$ cat config.mk
export PLATFORM = sky130hd
export DESIGN_NAME = regfile_wb_queue
export DESIGN_NICKNAME = d
export VERILOG_FILES = /design/src/rtl/regfile_pkg.sv /design/src/rtl/wbq_fwd_match.sv /design/src/rtl/regfile_wb_queue.sv
export SDC_FILE = /design/constraint.sdc
export NUM_CORES = 1
export LEC_CHECK = 0
export CAP_MARGIN = 30
export CORE_UTILIZATION = 55
export DETAILED_ROUTE_END_ITERATION = 10
export GPL_TIMING_DRIVEN = 0
export HOLD_SLACK_MARGIN = 0.08
export PLACE_DENSITY = 0.79
export SETUP_SLACK_MARGIN = 0.3
export SYNTH_ARGS = -nofsm -noshare
export SYNTH_HDL_FRONTEND = slang
export SYNTH_SLANG_ARGS = --single-unit
$ cat constraint.sdc
create_clock -name clk -period 7.8 [get_ports clk]
set_input_delay 1.17 -clock clk [delete_from_list [all_inputs] [get_ports clk]]
set_output_delay 1.17 -clock clk [all_outputs]
set_load 0.005 [all_outputs]
$ cat src/rtl/regfile_pkg.sv
`default_nettype none
// ============================================================================
// Module      : regfile_pkg
// Description : Shared register-file definitions used by the regfile, the
//               hazard logic and the writeback queue.
// Revision    : 1.0 - initial release
// ============================================================================
package regfile_pkg;

    localparam int REG_ADDR_W = 5;
    localparam int NUM_REGS   = 32;
    localparam int REG_DATA_W = 32;

    localparam logic [REG_ADDR_W-1:0] ZERO_REG = 5'd0;

    // One pending writeback: destination register and value.
    typedef struct packed {
        logic [REG_ADDR_W-1:0] addr;
        logic [REG_DATA_W-1:0] data;
    } wb_entry_t;

endpackage : regfile_pkg
`default_nettype wire

$ cat src/rtl/wbq_fwd_match.sv
`default_nettype none
// ============================================================================
// Module      : wbq_fwd_match
// Description : Forwarding lookup over the occupied writeback-queue entries.
//               Returns the data of the youngest entry whose destination
//               matches the read address; register 0 never matches.
// Revision    : 1.0 - initial release
// ============================================================================
module wbq_fwd_match
    import regfile_pkg::*;
#(
    parameter int DEPTH = 4,
    parameter int IDX_W = $clog2(DEPTH)
) (
    input  wb_entry_t               entries [DEPTH],
    input  logic [IDX_W-1:0]        head,
    input  logic [IDX_W:0]          count,
    input  logic [REG_ADDR_W-1:0]   raddr,
    output logic                    hit,
    output logic [REG_DATA_W-1:0]   data
);

    logic [IDX_W-1:0] w_idx;

    // Walk oldest to youngest; a later match overwrites an earlier one, so
    // the entry closest to tail wins.
    always_comb begin
        hit   = 1'b0;
        data  = '0;
        w_idx = head;
        for (int i = 0; i < DEPTH; i++) begin
            w_idx = head + IDX_W'(i);
            if ((IDX_W + 1)'(i) < count
                && entries[w_idx].addr == raddr
                && raddr != ZERO_REG) begin
                hit  = 1'b1;
                data = entries[w_idx].data;
            end
        end
    end

endmodule : wbq_fwd_match
`default_nettype wire

$ cat src/rtl/regfile_wb_queue.sv
`default_nettype none
// ============================================================================
// Module      : regfile_wb_queue
// Description : Writeback queue in front of the single regfile write port.
//               Buffers late writebacks, drains them whenever the main
//               pipeline leaves the port idle, and forwards the youngest
//               pending value to both decode read ports.
// Revision    : 1.0 - initial release
// ============================================================================
module regfile_wb_queue
    import regfile_pkg::*;
#(
    parameter int width = REG_DATA_W,   // must equal REG_DATA_W (entry layout)
    parameter int DEPTH = 4             // power of two, >= 2
) (
    input  logic                        clk,
    input  logic                        reset,      // asynchronous, active low
    input  logic                        in_valid,
    output logic                        in_ready,
    input  logic [REG_ADDR_W-1:0]       in_addr,
    input  logic [width-1:0]            in_data,
    input  logic                        port_free,
    output logic                        wr_enable,
    output logic [REG_ADDR_W-1:0]       W_addr,
    output logic [width-1:0]            W_data,
    input  logic [REG_ADDR_W-1:0]       A_addr,
    input  logic [REG_ADDR_W-1:0]       B_addr,
    output logic                        A_fwd_valid,
    output logic [width-1:0]            A_fwd_data,
    output logic                        B_fwd_valid,
    output logic [width-1:0]            B_fwd_data,
    output logic [$clog2(DEPTH):0]      count
);

    localparam int IDX_W = $clog2(DEPTH);
    localparam int PTR_W = IDX_W + 1;

    // Pointers carry one wrap bit above the entry index.
    logic [PTR_W-1:0] head_q, head_d;
    logic [PTR_W-1:0] tail_q, tail_d;
    wb_entry_t        mem_q [DEPTH];

    logic             w_full;
    logic             w_empty;
    logic             w_push;
    logic             w_pop;
    logic [IDX_W-1:0] w_head_idx;
    logic [IDX_W-1:0] w_tail_idx;

    assign w_head_idx = head_q[IDX_W-1:0];
    assign w_tail_idx = tail_q[IDX_W-1:0];

    // Occupancy flags, handshake and drain decisions from registered pointers.
    always_comb begin
        w_empty   = (head_q == tail_q);
        w_full    = (head_q[IDX_W] != tail_q[IDX_W]) && (w_head_idx == w_tail_idx);
        in_ready  = !w_full;
        // Writes to register 0 complete the handshake but are dropped here.
        w_push    = in_valid && !w_full && (in_addr != ZERO_REG);
        w_pop     = port_free && !w_empty;
        wr_enable = w_pop;
        W_addr    = w_empty ? ZERO_REG : mem_q[w_head_idx].addr;
        W_data    = w_empty ? '0 : mem_q[w_head_idx].data;
        count     = tail_q - head_q;
    end

    // Next-state pointer arithmetic; wrap falls out of the extra bit.
    always_comb begin
        head_d = head_q + PTR_W'(w_pop);
        tail_d = tail_q + PTR_W'(w_push);
    end

    // Pointer registers; reset discards every queued write.
    always_ff @(posedge clk or negedge reset) begin
        if (!reset) begin
            head_q <= '0;
            tail_q <= '0;
        end else begin
            head_q <= head_d;
            tail_q <= tail_d;
        end
    end

    // Entry storage; contents are don't-care until written, so no reset.
    always_ff @(posedge clk) begin
        if (w_push) begin
            mem_q[w_tail_idx] <= '{addr: in_addr, data: in_data};
        end
    end

    wbq_fwd_match #(
        .DEPTH (DEPTH),
        .IDX_W (IDX_W)
    ) u_fwd_a (
        .entries (mem_q),
        .head    (w_head_idx),
        .count   (count),
        .raddr   (A_addr),
        .hit     (A_fwd_valid),
        .data    (A_fwd_data)
    );

    wbq_fwd_match #(
        .DEPTH (DEPTH),
        .IDX_W (IDX_W)
    ) u_fwd_b (
        .entries (mem_q),
        .head    (w_head_idx),
        .count   (count),
        .raddr   (B_addr),
        .hit     (B_fwd_valid),
        .data    (B_fwd_data)
    );

endmodule : regfile_wb_queue
`default_nettype wire

---- Word-level counts from Yosys, hierarchy flattened ----
Index checks and enable logic that the tools add are counted.
operators by class
  add/sub/neg operators ................... 6
  multipliers ............................. 0
  div/mod/pow operators ................... 0
  $lt $le $gt $ge ......................... 10
  equal/unequal tests ..................... 11
  shift operators ......................... 0
  multiplexer cells ....................... 33
  bitwise logic cells ..................... 5
  reductions and logical operators ........ 26
operator list
  operator                                                    count
  two-way mux 37 bit                                          9
  binary-select mux 37 bit (select 2 bit)                     4
  two-way mux 32 bit                                          9
  bitwise mux 148 bit                                         1
  demux 37 bit (select 2 bit)                                 1
  == test 5 bit                                               8
  logical AND 1 bit                                           21
  >= comparator 3 bit, second input constant                  5
  NOT 2 -> 3 bit                                              5
  nonzero test 5 bit                                          3
  two-way mux 1 bit                                           8
  adder 3 x 1 -> 3 bit                                        2
  less-than comparator 1 x 3 -> 1 bit, first input constant   2
  less-than comparator 2 x 3 -> 1 bit, first input constant   2
  two-way mux 5 bit                                           1
  adder 2 bit, second input constant                          2
  == test 3 bit                                               1
  less-than comparator 3 x 1 -> 1 bit, second input constant  1
  subtractor 3 bit                                            1
  adder 2 x 1 -> 2 bit, second input constant                 1
  == test 2 bit                                               1
  logical NOT 1 bit                                           2
  != test 1 bit                                               1
word-level totals
  flip-flop bits (word level) ............. 154
  bits in latches ......................... 0
  bits in writable memories ............... 0
  bits in read-only memories .............. 0
  input port bits ......................... 51
  word-level logic and storage cells ...... 101
  memories kept ........................... 0

---- Logic depth before layout (Yosys ltp) ----
Gate-level depths: netlist (run 1).
  depth in word-level cells ............... 11
  depth in mapped cells ................... 17
  gate-level depth less buffers ........... 10

---- By module ----
A second synthesis (run 1) with hierarchy kept.
unflattened totals
  cell total of the unflattened synthesis .. 1545
  area total of the unflattened synthesis .. 14861.8 um2
by module, submodules not included
  module            times used  cells an instance  area each (um2)
  wbq_fwd_match     2           638                4413.0
  regfile_wb_queue  1           269                6035.8

---- Worst setup path before layout (run 1) ----
Ideal clock, no wire load.
  path kind ............................... reg-to-reg
  from .................................... register head_q[1]
  to ...................................... register mem_q[100] (netlist name) (enable)
  library setup time ...................... 0.477 ns
  data arrival time ....................... 4.864 ns
  required time ........................... 7.323 ns
  setup slack ............................. 2.459 ns
  stages on the path, launching flop included .. 14
  period minus slack after synthesis ...... 5.341 ns
  path through ............................ dfrtp_1 buf_6 buf_6 buf_6 buf_6 buf_4 buf_4 buf_4 buf_4 inv_1 ha_1 nand3_1 nand3_1 nor3_1
on the way
  word-level cells in the longest chain between the ends .. 5
ends and longest elaborated chain
  what                             line                    RTL
  start, declared                  regfile_wb_queue.sv:39  logic [PTR_W-1:0] head_q, head_d;
  start signal, assigned           regfile_wb_queue.sv:76  head_q <= '0;
  start signal, assigned           regfile_wb_queue.sv:79  head_q <= head_d;
  == test 2 bit                    regfile_wb_queue.sv:56  w_full = (head_q[IDX_W] != tail_q[IDX_W]) && (w_head_idx == w_tail_idx);
  logical AND 1 bit                regfile_wb_queue.sv:56
  logical NOT 1 bit                n/a
  via in_ready                     regfile_wb_queue.sv:19  output logic in_ready,
  logical AND 1 bit (2 in series)  regfile_wb_queue.sv:59  w_push = in_valid && !w_full && (in_addr != ZERO_REG);
  end signal, assigned by index    regfile_wb_queue.sv:87  mem_q[w_tail_idx] <= '{addr: in_addr, data: in_data};
  end, declared                    regfile_wb_queue.sv:41  wb_entry_t mem_q [DEPTH];
The timed path passes the listed nets, and every way through them passes these cells.
A chain may end at the register's enable or synchronous reset.

---- Final worst setup path (run 1) ----
  from .................................... register tail_q[0]
  to ...................................... output A_fwd_data[23]
on the way
  word-level cells in the longest chain between the ends .. 8
  elaborated cells on any way between the ends .. 17
  those cells by class .................... add/sub (1); order compare (4); mux (4); reduce/logical (8)
ends and longest elaborated chain
  what                                 line                    RTL
  start, declared                      regfile_wb_queue.sv:40  logic [PTR_W-1:0] tail_q, tail_d;
  start signal, assigned               regfile_wb_queue.sv:80  tail_q <= tail_d;
  subtractor 3 bit *                   regfile_wb_queue.sv:64  count = tail_q - head_q;
  less-than comparator 1 x 3 -> 1 bit  wbq_fwd_match.sv:33     if ((IDX_W + 1)'(i) < count
  logical AND 1 bit                    wbq_fwd_match.sv:34     && entries[w_idx].addr == raddr
  logical AND 1 bit                    wbq_fwd_match.sv:35     && raddr != ZERO_REG) begin
  two-way mux 32 bit (3 in series)     wbq_fwd_match.sv:33
  two-way mux 32 bit *                 wbq_fwd_match.sv:33
  end, declared                        regfile_wb_queue.sv:29  output logic [width-1:0] A_fwd_data,
Mark *: on every way between the ends. The rest lies on a longest branch, timed or not.

==> flow_summary.rst, run 1 <==
.. list-table::
   :header-rows: 1

   * - Metric
     - Value
   * - Area of the die
     - about 24,000 sq um
   * - Worst Path Max Fanout
     - 10
   * - Share of cells above drive strength 1
     - 0.150
   * - Final hold slack
     - 0.527 ns
   * - Proportion of power drawn by the clock network
     - 0.107
   * - Effective utilization at floorplan
     - 0.567
   * - Total vias in the final route
     - about 13,000
   * - Fmax
     - between 0.15 and 0.2 GHz
   * - Pin count of the biggest net entering global routing
     - 24
   * - Sequential fraction of design power
     - 0.149
   * - Critical path data arrival time
     - 5.49 ns
   * - Antenna violations before repair
     - 1
   * - Antenna violation net count after detailed routing
     - 0
   * - Count of endpoints failing setup in the final report
     - 0
   * - Worst clock skew on the final layout
     - between 0.01 and 0.015 ns
   * - Remaining design rule violation count
     - 0
   * - Critical path endpoint category
     - primary output
   * - Drt total wl
     - 54,800 um
   * - Layout area overhead
     - 20.3%
   * - Clock transition time at the flip-flop clock pins of the worst setup and hold paths
     - around 0.07 ns
   * - Clock latency reported for the late side of the worst-skew pair
     - 0.45 ns
   * - Number of hold buffers added after cts
     - 0
   * - Total iterations of the first detailed-routing run
     - 8
   * - Worst-case setup slack after placement
     - around 1.9 ns
   * - Post-synth top area cell
     - sky130_fd_sc_hd__edfxtp_1
   * - Dominant synthesized flop cell
     - sky130_fd_sc_hd__edfxtp_1
   * - Die Span Y
     - ~160 um
   * - Worst reg2reg setup slack
     - approximately 3 ns
   * - Total Routing Usage GR
     - 0.453
   * - Mean Syn Cell Area
     - 9.78 sq um
   * - Kind of critical path
     - reg -> out
   * - Grt met3 use
     - 0.132
   * - Share of the core filled with cells in the final layout
     - 0.682
   * - Number of unique standard cell types used by synthesis
     - 69
   * - Actual transition at the worst max-transition pin
     - around 1.1 ns
   * - Routed length per instance
     - approximately 30 um
   * - Element type at the critical path start
     - flop
   * - Proportion of synthesized chip area in sequential cells
     - 0.353
   * - Ant diodes
     - 0
   * - Share of the cycle needed by the critical path after routing
     - 0.854
   * - RSZ-0062 raised after global routing
     - false
   * - Worst-case setup margin in the final layout
     - roughly 1.1 ns
   * - Post-layout minimum cycle time
     - about 6.7 ns
   * - Root Driver
     - sky130_fd_sc_hd__clkbuf_16
   * - Design area
     - about 16,000 sq um
   * - Post-CTS setup buffer count
     - 0
   * - Port-buffer cells
     - around 150
   * - Switching Fraction
     - 0.530
   * - Critical path required time
     - about 6.6 ns
   * - Maximum capacitance violations
     - 0
   * - Vias/cell
     - between 7 and 8
   * - Yosys Warn Count
     - 0
   * - Number of placed I/O pins
     - ~160
   * - Placer Congestion
     - a little over 1
   * - Wire length of the first global-routing pass
     - 80,100 um
   * - Worst hold path type
     - reg -> reg
   * - Cell count after synthesis
     - roughly 1,300
   * - Power per cell area
     - 534 nW/um^2
   * - Max transition margin
     - 0.253
   * - Global Route met2 Usage
     - 0.670
   * - Logic gate share of total power
     - 0.744
   * - Proportion of register bits with asynchronous set or reset after synthesis
     - 0.0390
   * - CTS Buf Count
     - 17
   * - Synth Net Count
     - between 1,000 and 1,500
   * - Sw power
     - 0.00443 W
   * - Setup TNS Final
     - 0 ns
   * - Endpoints failing hold
     - 0
   * - Die width
     - between 150 and 200 um
   * - GRT busiest layer
     - met2
   * - Register bit count reported by yosys
     - roughly 150
   * - Total standard cell area after synthesis
     - about 13,000 sq um
   * - Detailed Route Iter0 Violations
     - approximately 2,200
   * - Core outline area
     - between 20,000 and 25,000 sq um
   * - Total gr overflow
     - 0
   * - Placed cell areas
     - ~15,000 sq um
   * - Run status
     - completed
   * - Number of global-route vias before repair
     - 12,800
   * - Net count of the finished layout
     - 1,565
   * - Max-slew violation count
     - 0
   * - Largest cells by area after synthesis
     - sky130_fd_sc_hd__edfxtp_1, sky130_fd_sc_hd__mux2i_1, sky130_fd_sc_hd__mux2_2, sky130_fd_sc_hd__nor2_1, sky130_fd_sc_hd__mux4_2
   * - Post_cts resized
     - 0
   * - Clock Sinks
     - about 150
   * - H-Tree Level Count
     - 4
   * - Internal power of the cells
     - between 0.003 and 0.004 W
   * - Final HPWL DP
     - just under 40,000 um
   * - CTS tree
     - done
   * - Max VDD drop
     - approximately 0.36 mV
   * - Max Root-Sink Buffers
     - 2
   * - Count of standard-cell rows
     - between 50 and 60
   * - Number of enable-type register cells in the synthesized netlist
     - 148
   * - Share of Yosys cell area claimed by the top area cell type
     - 0.342
   * - Global-route track usage on met1
     - 0.597
   * - Leakage power figure
     - around 5.3 nW
## kinds of logic after synthesis
family | after synthesis | share of synthesized area
and+or+nand+nor | 473 | 0.190
AOI/OAI and AO/OA | 292 | 0.161
muxes | 208 | 0.199
DFF | 154 | 0.353
buffers and inverters | 151 | 0.0582
xor gates and xnor gates | 44 | 0.0307
adders and majority gates | 7 | 0.00731
## cells in the mapped netlist, drive strengths merged, types with 2 or more instances
cell type	instances
mux2i	97
a211oi	38
edfxtp	148
mux2	81
nand4	72
nor2	137
o211a	8
o21ai	21
nand3	6
nand2b	13
and3	5
o21a	8
and4	4
o32ai	6
or4b	2
nand2	65
a2111oi	3
nor3b	3
nor2b	41
and2	6
xnor2	28
dfrtp	6
nand4b	16
nor4	33
nor3	62
a2bb2oi	15
clkbuf	74
mux4	30
a21oi	64
inv	9
or3	5
o2bb2ai	14
ha	6
a31o	8
o211ai	53
buf	68
a31oi	8
xor2	15
o31ai	35
a311oi	2
## through the flow
step	std cells	total power, W
final	1833	0.00835
after global routing	1833	0.00854
after CTS	1833	0.00805
after detailed placement	1801	0.00713
after global placement	1790	0.00703
after floorplan	1329	0.00466
## power groups by stage
stage | combinational, W | clock [W] | sequential (W)
after floorplan | 0.00344 | 0 | 0.00122
after global placement | 0.00576 | 0 | 0.00126
after detailed placement | 0.00588 | 0 | 0.00125
after CTS | 0.00592 | 0.000886 | 0.00124
after global routing | 0.00637 | 0.000912 | 0.00126
final | 0.00621 | 0.000896 | 0.00124
## registers in the layout (all words and copies together) (netlist names)
name / flops
mem_q: 148
head_q: 3
tail_q: 3
## worst max-delay path: stages, from the launching register on
cell	delay (ns)
sky130_fd_sc_hd__dfrtp_1	0.49
sky130_fd_sc_hd__inv_1	0.18
sky130_fd_sc_hd__ha_1	0.24
sky130_fd_sc_hd__fa_1	0.38
sky130_fd_sc_hd__xnor3_1	0.42
sky130_fd_sc_hd__clkbuf_1	0.31
sky130_fd_sc_hd__nand2_1	0.30
sky130_fd_sc_hd__o211ai_2	0.30
sky130_fd_sc_hd__nor3_2	0.82
sky130_fd_sc_hd__clkbuf_1	0.53
sky130_fd_sc_hd__a211oi_1	0.15
sky130_fd_sc_hd__a21oi_1	0.35
sky130_fd_sc_hd__clkdlybuf4s50_1	0.57
## cell type report
type / count / area (sq um)
multi-input cells: 1024 / 7670
inverters: 9 / 33.8
flip-flops and latches: 154 / 4590
plain buffers: 142 / 723
clock inverters: 13 / 166
well taps: 313 / 392
fillers: 1827 / 7280
repair buffers: 159 / 1620
clock buffers: 19 / 433
## path summary, 6_finish.rpt
check,start,endpoint,depth (start not counted)
max reg2reg,head_q[1],mem_q[140],16
min,tail_q[2],tail_q[2],1
max in group asynchronous,reset,tail_q[2],1
min reg2reg,tail_q[2],tail_q[2],1
max,tail_q[0],A_fwd_data[23],12
min in group asynchronous,reset,head_q[2],1
## cells in the final DEF, fill, tap and decap left out, types with 41 or more instances in the layout
cell	Yosys	routed
sky130_fd_sc_hd__clkbuf_1	73	75
sky130_fd_sc_hd__nand2_1	64	64
sky130_fd_sc_hd__mux2i_1	97	97
sky130_fd_sc_hd__edfxtp_1	148	148
sky130_fd_sc_hd__nor2b_1	41	41
sky130_fd_sc_hd__nor2_1	137	135
sky130_fd_sc_hd__mux2_2	81	81
sky130_fd_sc_hd__o211ai_1	52	52
sky130_fd_sc_hd__nand4_1	71	71
sky130_fd_sc_hd__a21oi_1	63	63
sky130_fd_sc_hd__nor3_1	59	57
sky130_fd_sc_hd__clkdlybuf4s50_1	0	148
## metal layers
metal,vias up,share of wire,wire length [um]
li1,5542,-,-
met1,6361,0.37,20500
met2,1256,0.42,23100
met3,290,0.14,7880
met4,0,0.062,3390
met5,-,0,0
No activity file was read; power rests on OpenSTA's default activity.
==> inputs of run 2 (changes only) <==
CTS_BUF_LIST = sky130_fd_sc_hd__clkbuf_8   (was default)
==> run 2 against run 1 <==
  * Total power down 2.9%
  * Register-to-register slack better by 0.04 ns
  * Largest power group unchanged
  * Die area is the same
  * Wire length fell by 1.8%
  * Critical path depth is 1 higher
  * Critical endpoint is now A_fwd_data[16]
  * Sequential cell count unchanged
  * Design area down 1.2%
  * Clock skew up 0.00087 ns
  * Fmax rose by 0.15%
  * Non-clock buffer count unchanged
  * Via count shrank 1.3%
==> flow_summary.rst, run 2 (same netlist as run 1, synthesis figures left out) <==
.. list-table::
   :header-rows: 1

   * - Metric
     - Value
   * - Port-buffer cells
     - 148 (unchanged)
   * - Share of cells above drive strength 1
     - 0.150 (unchanged)
   * - Critical path required time
     - 6.63 ns (about the same)
   * - Max transition margin
     - 0.274 (+0.0205)
   * - Element type at the critical path start
     - flop
   * - Critical path data arrival time
     - 5.48 ns (about the same)
   * - RSZ-0062 raised after global routing
     - false
   * - Max Root-Sink Buffers
     - 2 (unchanged)
   * - Power per cell area
     - 525 nW/um^2 (-1.7%)
   * - Largest Register
     - mem_q
   * - Vias/cell
     - 7.24 (-1.3%)
   * - Detailed Route Iter0 Violations
     - 2,040 (-5.1%)
   * - Area of the die
     - 24,300 sq um (unchanged)
   * - Final-layout fill cell count
     - 1,858 (+1.7%)
   * - Most used cells in the layout excluding fill and tap cells
     - sky130_fd_sc_hd__clkdlybuf4s50_1, sky130_fd_sc_hd__edfxtp_1, sky130_fd_sc_hd__nor2_1, sky130_fd_sc_hd__mux2i_1, sky130_fd_sc_hd__mux2_2
   * - Worst-case setup slack after placement
     - 1.91 ns (unchanged)
   * - Number of global-route vias before repair
     - 12,600 (-1.2%)
   * - Effective utilization at floorplan
     - 0.567 (unchanged)
   * - Post-CTS setup buffer count
     - 0 (unchanged)
   * - Core outline area
     - 22,900 sq um (unchanged)
   * - Cell occurring most often along the worst timing path
     - sky130_fd_sc_hd__clkbuf_1
   * - Count of endpoints failing setup in the final report
     - 0 (unchanged)
   * - Placer Congestion
     - 1.04 (unchanged)
   * - Max-slew violation count
     - 0 (unchanged)
   * - Root Driver
     - sky130_fd_sc_hd__clkbuf_8
   * - Design area
     - 15,400 sq um (-1.2%)
   * - Endpoints failing hold
     - 0 (unchanged)
   * - Drt total wl
     - 53,900 um (-1.8%)
   * - Share of the cycle needed by the critical path after routing
     - 0.853 (-0.00124)
   * - CTS Buf Count
     - 17 (unchanged)
   * - Chain of cells forming the critical path
     - inv_1, ha_1, fa_1, xnor3_1, clkbuf_1, nand2_1, o211ai_2, or3_1, clkbuf_1, clkbuf_1, nand4_1, a21oi_1, clkdlybuf4s50_1
   * - Maximum capacitance violations
     - 0 (unchanged)
   * - Die width
     - 156 um (unchanged)
   * - Ant diodes
     - 0 (unchanged)
   * - Final HPWL DP
     - 39,400 um (unchanged)
   * - Flip-flop count of the largest register after layout
     - 148 (unchanged)
   * - Total gr overflow
     - 0 (unchanged)
   * - Clock Sinks
     - 154 (unchanged)
   * - Remaining design rule violation count
     - 0 (unchanged)
   * - Fmax
     - 0.150 GHz (+0.15%)
   * - Routed length per instance
     - 29.4 um (-1.8%)
   * - Placed cell areas
     - 15,000 sq um (unchanged)
   * - Total vias in the final route
     - 13,300 (-1.3%)
   * - Net count of the finished layout
     - 1,565 (unchanged)
   * - Antenna violations before repair
     - 0 (-1)
   * - Overall power of the completed layout
     - 0.00811 W (-2.9%)
   * - Post-layout minimum cycle time
     - 6.65 ns (-0.00965 ns)
   * - H-Tree Level Count
     - 4 (unchanged)
   * - Worst-case setup margin in the final layout
     - 1.15 ns (+0.00965 ns)
   * - Number of placed I/O pins
     - 159 (unchanged)
   * - Total iterations of the first detailed-routing run
     - 9 (+1)
   * - Worst clock skew on the final layout
     - 0.0152 ns (+0.000870 ns)
   * - Share of the core filled with cells in the final layout
     - 0.674 (-0.00835)
   * - Number of hold buffers added after cts
     - 0 (unchanged)
   * - Die Span Y
     - 156 um (unchanged)
   * - Pin count of the biggest net entering global routing
     - 24 (unchanged)
   * - Leakage power figure
     - 5.27 nW (-1.5%)
   * - Kind of critical path
     - reg -> out
   * - Max VDD drop
     - 0.368 mV (+1.8%)
   * - Count of standard-cell rows
     - 55 (unchanged)
   * - Number of standard cells in the layout, taps in and fillers out
     - 1,833 (unchanged)
   * - CTS tree
     - done
   * - Antenna violation net count after detailed routing
     - 0 (unchanged)
   * - Top Registers
     - mem_q (148), head_q (3), tail_q (3)
   * - CP max stage cell
     - sky130_fd_sc_hd__clkbuf_1
   * - Clock transition time at the flip-flop clock pins of the worst setup and hold paths
     - 0.09 ns (+0.02 ns)
   * - Run status
     - completed
   * - Slowest stage delay, CP
     - 0.64 ns (-0.18 ns)
   * - Total Routing Usage GR
     - 0.442 (-0.0104)
   * - Clock latency reported for the late side of the worst-skew pair
     - 0.49 ns (+0.04 ns)
   * - Actual transition at the worst max-transition pin
     - 1.08 ns (-0.0306 ns)
   * - Worst hold path type
     - reg -> reg
   * - Wire length of the first global-routing pass
     - 78,200 um (-2.4%)
   * - Critical path endpoint category
     - primary output
   * - Post_cts resized
     - 0 (unchanged)
   * - Placed cell count
     - 1,801 (unchanged)
   * - Layout area overhead
     - 18.8%
   * - Worst Path Max Fanout
     - 10 (unchanged)
run 2: changes by cell type in the layout (fill, tap and decap cells not counted), sizes merged:
cell    before  now
inv         12   14
clkbuf      93   91
run 2: where the power goes:
| group | switching [W] | internal, W | total, W |
|---|---|---|---|
| clock | 0.000353 | 0.000317 | 0.000670 |
| sequential | 0.000117 | 0.00112 | 0.00124 |
| combinational | 0.00390 | 0.00230 | 0.00620 |
| total | 0.00437 | 0.00373 | 0.00811 |
run 2: worst max-delay path, delay by kind of cell, from the launching register on:
family,cells,cell delay [ns]
simple gates,3,0.65
buf+inv,5,2.17
compound gates,2,0.64
xor+xnor,1,0.45
fa+ha+maj,2,0.61
flops,1,0.48
run 2: final timing paths:
path | from | to | slack, ns | depth (start not counted)
worst max-delay path | tail_q[0] | A_fwd_data[16] | 1.15 | 13
worst min-delay path | tail_q[2] | tail_q[2] | 0.54 | 1
worst max register to register | head_q[1] | mem_q[140] | 3.11 | 16
worst min register to register | tail_q[2] | tail_q[2] | 0.54 | 1
max in group asynchronous | reset | tail_q[1] | 6.65 | 1
min in group asynchronous | reset | head_q[0] | 0.93 | 1
run 2: metal layers:
layer | vias up | global-route usage | wire [um]
met3 | 244 | 0.131 | 7430
met4 | 0 | 0.238 | 3030
met5 | - | 0 | 0
li1 | 5537 | - | -
met2 | 1198 | 0.652 | 22800
met1 | 6299 | 0.584 | 20600
run 2: final cells by class:
class | count | area, sq um | share of cell area
clock buffers | 17 | 234 | 0.0152
clock inverters | 15 | 174 | 0.0113
flip-flops and latches | 154 | 4590 | 0.297
multi-input cells | 1024 | 7670 | 0.497
repair buffers | 159 | 1620 | 0.105
well taps | 313 | 392 | 0.0254
inverters | 9 | 33.8 | 0.00219
plain buffers | 142 | 723 | 0.0468
run 2: stage by stage:
step / setup TNS, ns / hold WS [ns]
finish: 0 / 0.542
floorplan: 0 / 0.488
global placement: -49.48 / 0.507
detailed placement: 0 / 0.515
CTS: 0 / 0.527
global route: 0 / 0.546
